--- src/rtl/weight_ctrl_pkg.sv ---
// Shared definitions for the weight-path controllers: transfer state encoding and lane width.
package weight_ctrl_pkg;

   localparam int unsigned LANE_W = 8;

   typedef enum logic [1:0] {
      IDLE  = 2'd0,
      FETCH = 2'd1,
      DRAIN = 2'd2,
      DONE  = 2'd3
   } weight_state_e;

endpackage

--- src/rtl/weight_skid_buf.sv ---
// One-entry holding register that parks a returned weight row while the FIFO is full.
module weight_skid_buf #(
   parameter int unsigned W = 128
) (
   input  logic         clk,
   input  logic         reset,
   input  logic         flush,
   input  logic         load,
   input  logic         unload,
   input  logic [W-1:0] load_data,
   output logic         valid,
   output logic [W-1:0] data
);

   always_ff @(posedge clk or negedge reset) begin
      if (!reset) begin
         valid <= 1'b0;
         data  <= '0;
      end else begin
         if (flush)       valid <= 1'b0;
         else if (load)   valid <= 1'b1;
         else if (unload) valid <= 1'b0;
         if (load && !flush) data <= load_data;
      end
   end

endmodule

--- src/rtl/weight_mem_fifo_control.sv ---
// Copies one weight sub-matrix from weight SRAM into the weight FIFO, last row first,
// masking unused columns and absorbing FIFO back-pressure with a one-entry skid buffer.
module weight_mem_fifo_control
   import weight_ctrl_pkg::*;
#(
   parameter int unsigned WIDTH_HEIGHT = 16,
   parameter int unsigned DATA_WIDTH   = WIDTH_HEIGHT * LANE_W,
   parameter int unsigned ADDR_WIDTH   = 8
) (
   input  logic                            clk,
   input  logic                            reset,
   input  logic                            en,
   input  logic [ADDR_WIDTH-1:0]           base_addr,
   input  logic [$clog2(WIDTH_HEIGHT)-1:0] num_row,
   input  logic [$clog2(WIDTH_HEIGHT)-1:0] num_col,
   output logic                            mem_rd_en,
   output logic [ADDR_WIDTH-1:0]           mem_addr,
   input  logic [DATA_WIDTH-1:0]           mem_rd_data,
   output logic                            fifo_wr_en,
   output logic [DATA_WIDTH-1:0]           fifo_wr_data,
   input  logic                            fifo_full,
   output logic                            done
);

   localparam int unsigned RW = $clog2(WIDTH_HEIGHT);
   localparam int unsigned CW = RW + 1;

   weight_state_e state_q, state_d;

   logic [RW-1:0]         num_row_q, num_col_q;
   logic [CW-1:0]         issued, written, written_nxt, row_cnt;
   logic                  rd_pending, skid_valid, skid_load, skid_unload;
   logic                  start, abort, last_issue, drain_done;
   logic [DATA_WIDTH-1:0] skid_data, ret_row, masked_row;

   assign row_cnt     = CW'(num_row_q) + CW'(1);
   assign start       = (state_q == IDLE) && en;
   assign abort       = ((state_q == FETCH) || (state_q == DRAIN)) && !en;

   // Never issue while a row is parked or the FIFO is full, so rd_pending and skid_valid stay exclusive.
   assign mem_rd_en   = (state_q == FETCH) && (issued <= CW'(num_row_q)) && !fifo_full && !skid_valid;
   assign last_issue  = mem_rd_en && (issued == CW'(num_row_q));

   assign skid_load   = rd_pending && fifo_full;
   assign skid_unload = skid_valid && !fifo_full;
   assign fifo_wr_en  = (rd_pending || skid_valid) && !fifo_full;
   assign written_nxt = written + CW'(fifo_wr_en);

   // Looks at this cycle's push so done rises the cycle after the last row leaves.
   assign drain_done  = (written_nxt == row_cnt) && !skid_load && !(skid_valid && fifo_full);

   assign ret_row     = skid_valid ? skid_data : mem_rd_data;

   for (genvar j = 0; j < WIDTH_HEIGHT; j++) begin : g_lane
      localparam logic [RW-1:0] LANE_IDX = RW'(j);
      assign masked_row[j*LANE_W +: LANE_W] =
         (LANE_IDX <= num_col_q) ? ret_row[j*LANE_W +: LANE_W] : '0;
   end

   assign fifo_wr_data = fifo_wr_en ? masked_row : '0;

   weight_skid_buf #(.W(DATA_WIDTH)) u_skid (
      .clk       (clk),
      .reset     (reset),
      .flush     (abort),
      .load      (skid_load),
      .unload    (skid_unload),
      .load_data (mem_rd_data),
      .valid     (skid_valid),
      .data      (skid_data)
   );

   // Next-state decode.
   always_comb begin
      state_d = state_q;
      case (state_q)
         IDLE:    if (en) state_d = FETCH;
         FETCH:   if (!en) state_d = IDLE;
                  else if (last_issue) state_d = DRAIN;
         DRAIN:   if (!en) state_d = IDLE;
                  else if (drain_done) state_d = DONE;
         DONE:    if (!en) state_d = IDLE;
         default: state_d = IDLE;
      endcase
   end

   always_ff @(posedge clk or negedge reset) begin
      if (!reset) begin
         state_q    <= IDLE;
         done       <= 1'b0;
         rd_pending <= 1'b0;
         mem_addr   <= '0;
         issued     <= '0;
         written    <= '0;
         num_row_q  <= '0;
         num_col_q  <= '0;
      end else begin
         state_q    <= state_d;
         done       <= (state_d == DONE);
         rd_pending <= mem_rd_en && !abort;
         if (start) begin
            num_row_q <= num_row;
            num_col_q <= num_col;
            mem_addr  <= base_addr + ADDR_WIDTH'(num_row);
            issued    <= '0;
            written   <= '0;
         end else begin
            if (mem_rd_en) begin
               issued   <= issued + CW'(1);
               mem_addr <= mem_addr - ADDR_WIDTH'(1);
            end
            if (fifo_wr_en) written <= written_nxt;
         end
      end
   end

endmodule

--- config.mk ---
export PLATFORM = sky130hd
export DESIGN_NAME = weight_mem_fifo_control
export DESIGN_NICKNAME = d
export VERILOG_FILES = /design/src/rtl/weight_ctrl_pkg.sv /design/src/rtl/weight_skid_buf.sv /design/src/rtl/weight_mem_fifo_control.sv
export SDC_FILE = /design/constraint.sdc
export NUM_CORES = 1
export LEC_CHECK = 0
export BUFFER_PORTS_ARGS = -buffer_cell sky130_fd_sc_hd__buf_2
export CORE_UTILIZATION = 35
export DETAILED_ROUTE_END_ITERATION = 12
export SYNTH_ARGS = -nofsm -noshare
export SYNTH_HDL_FRONTEND = slang
export SYNTH_SLANG_ARGS = --single-unit
--- constraint.sdc ---
create_clock -name clk -period 3.1 [get_ports clk]
set_input_delay 0.465 -clock clk [delete_from_list [all_inputs] [get_ports clk]]
set_output_delay 0.465 -clock clk [all_outputs]
set_load 0.005 [all_outputs]
==> qor.txt <==
Die X - 159 um
Post-synth EDFFs - 0
Hold Slack - 0.00223 ns
Core Region - 24300 um^2
Cells after Synth - 784
PwrDens - 746 nW/um^2
DP Cell Count - 1366
Post-CTS Hold Buffers - 0
slowest CP cell - dfrtp_4
clk buf depth - 2
Worst-path clk slew - 0.07 ns
critical path depth - 8
H-tree depth - 4
largest net degree at the start of global routing - 129
Hold Vio Cnt, Final - 0
Layout area overhead - 27.8%
Sink Count - 159
Routed WL - 22100 um
DRT Pass-1 Iters - 4
min cycle time layout - 2.89 ns
GRT Resource Usage Total - 17.7%
Synth top area share - 45.8%
Yosys cell types - 47
final period utilization - 93.4%
Hold Path Class - input port to asynchronous set/reset pin
synthesized cell area - 8680 um^2
first-pass GRT wire length - 35800 um
vias per cell - 4.89
status - finished clean
Initial Util - 35.7%
root buf cell - clkbuf_16
DR vias - 6836
DR DRC count - 0
1st-iter DRT viols - 311
Die Y - 159 um
Crit. End Element - primary output
IO Pins - 287
Worst-Margin Slew - 1.13 ns
row count - 57
Worst-Skew Late Latency - 0.42 ns
LEAKAGE - 5.31 nW
worst setup margin - 0.205 ns
cell mode on critical path - nor2_1
cells along the critical path - nor2_1 > or2_2 > inv_1 > buf_4 > and3_1 > nand3_1 > nor2_1 > buf_2
Rel. slew slack - 24.6%
syn_nets - 951
post-route ant nets - 0
CP Max Fanout - 8
Synth Register Bits - 159
number of synthesis warnings - 0
syn_area_per_cell - 11.1 um^2
ranking of synthesized cells by area - dfrtp_1 46%, mux2_2 17%, mux2i_1 15%
Max Clock Skew - 0.0110 ns
setup violators final - 0
Die Area - 25400 um^2
grt ovf - 0
async set-or-reset flop fraction in the synthesized netlist - 100%
Critical Path Max Stage Delay - 0.45 ns
pre-CTS setup slack - 0.502 ns
Net count, final - 1228
initial antenna violation count - 2
Worst Path Arrival - 2.43 ns
post-CTS setup buffer count - 0
HPWL after detailed placement - 15600 um
Final Non-Filler Cells - 1399
Peak Freq - 345 MHz
Slew Limit Fails - 0
Setup CP Type - flip-flop to primary output
fin util - 45.6%
Synth area leader - dfrtp_1
unrepaired setup endpoints after global routing - no
# resized after CTS - 0
routed len/inst - 15.8 um
Max-Cap Viols - 0
CP Buf/Inv Count - 3
required time worst endpoint - 2.63 ns
setup TNS - 0 ns
crit path launch type - flip-flop
CTS tree - done
vias in the first global route - 6781
Primary FF master, synth - dfrtp_1
worst vdd ir - 0.000306 V
Crit path max-delay family - simple AND/OR/NAND/NOR gates
final RePlAce weighted congestion - 0.765
worst reg2reg path depth - 10
Port Buffers - 286
layout cells sized above 1 - 43.7%
Seq/Total Area, Yosys - 45.8%
cts bufs inserted - 17
[state kept, by name, summed over array words and instances, names as in the netlist]
name          cells
num_col_q         4
mem_addr          8
u_skid.data     128
written           5
done              1
u_skid.valid      1
num_row_q         4
rd_pending        1
issued            5
state_q           2
[area by class of cell]
class	instances	area (um^2)
Fill cell	2366	13200
Clock inverter	14	108
Clock buffer	18	439
Multi-Input combinational cell	570	4510
Sequential cell	159	3980
Inverter	15	56.3
Tap cell	324	405
Antenna cell	1	2.50
Timing Repair Buffer	298	1590
[kinds of logic (layout without fill, tap and decap cells)]
group	Yosys count	after routing	share of synthesized area [%]
other cells	0	1	0
simple gates	209	209	10.3
flops	159	159	45.8
buf+inv	55	345	2.52
mux	259	259	31.7
fa+ha+maj	19	19	2.83
compound gates	61	61	4.60
xor+xnor	22	22	2.22
[cell usage in the layout, fill, tap and decap left out, types with 2 or more instances in the layout]
cell and count:
a211oi_1 5, a21o_1 3, a21oi_1 8, and2_1 5
and3_1 2, and4b_1 2, buf_12 5, buf_2 285
buf_4 7, clkbuf_16 17, clkinv_2 3, clkinvlp_4 5
dfrtp_1 158, ha_1 18, inv_1 14, inv_6 4
mux2_2 128, mux2i_1 131, nand2_1 33, nand2b_1 2
nand3_1 7, nor2_1 144, nor4_1 2, o2111ai_1 2
o211ai_1 4, o21ai_0 17, o21ai_1 6, o31a_1 2
o31ai_1 4, or3_1 3, xnor2_1 9, xor2_1 13
[layer usage]
layer | global-route usage, % | share of wire [%] | up-vias
met3 | 4.14 | 5.9 | 25
li1 | - | - | 3294
met5 | 0 | 0.059 | -
met1 | 23.0 | 45 | 3308
met2 | 29.1 | 47 | 207
met4 | 5.42 | 1.5 | 2
[cells in the mapped netlist (all sizes together) (2+ instances only)]
| master | count |
|---|---|
| a21oi | 8 |
| nand3 | 8 |
| and4b | 2 |
| nand2b | 2 |
| buf | 13 |
| a21boi | 2 |
| or3 | 3 |
| and3 | 2 |
| o21ai | 24 |
| ha | 18 |
| inv | 15 |
| o211ai | 4 |
| a211oi | 5 |
| nand2 | 33 |
| nor2b | 2 |
| o2111ai | 2 |
| mux2i | 131 |
| clkbuf | 27 |
| nor4 | 3 |
| dfrtp | 159 |
| a21o | 3 |
| or4b | 2 |
| xor2 | 13 |
| nor2 | 144 |
| mux2 | 128 |
| xnor2 | 9 |
| o31ai | 5 |
| o31a | 2 |
| and2 | 5 |
[where the power goes]
part,switching (mW),internal (mW)
sequential,0.575,3.00
clock,0.925,1.06
combinational,1.23,1.49
[final timing paths]
path / startpoint / end / slack (ns)
max in group asynchronous: reset / u_skid.data[103] / 2.35
worst max register to register: u_skid.valid / done / 0.68
min in group clk: num_col[1] / num_col_q[1] / 0.25
worst min-delay path: reset / u_skid.data[55] / 0.002
worst min register to register: u_skid.data[41] / u_skid.data[41] / 0.50
worst max-delay path: u_skid.valid / fifo_wr_data[126] / 0.21
[metrics by stage]
stage               total power, mW  cell area, um^2
global route                   8.87            11100
detailed placement             6.37            10500
finish                         8.27            11100
floorplan                      5.47             8680
global placement               6.26            10500
CTS                            8.39            11100
(Power assumes the default switching activity.)
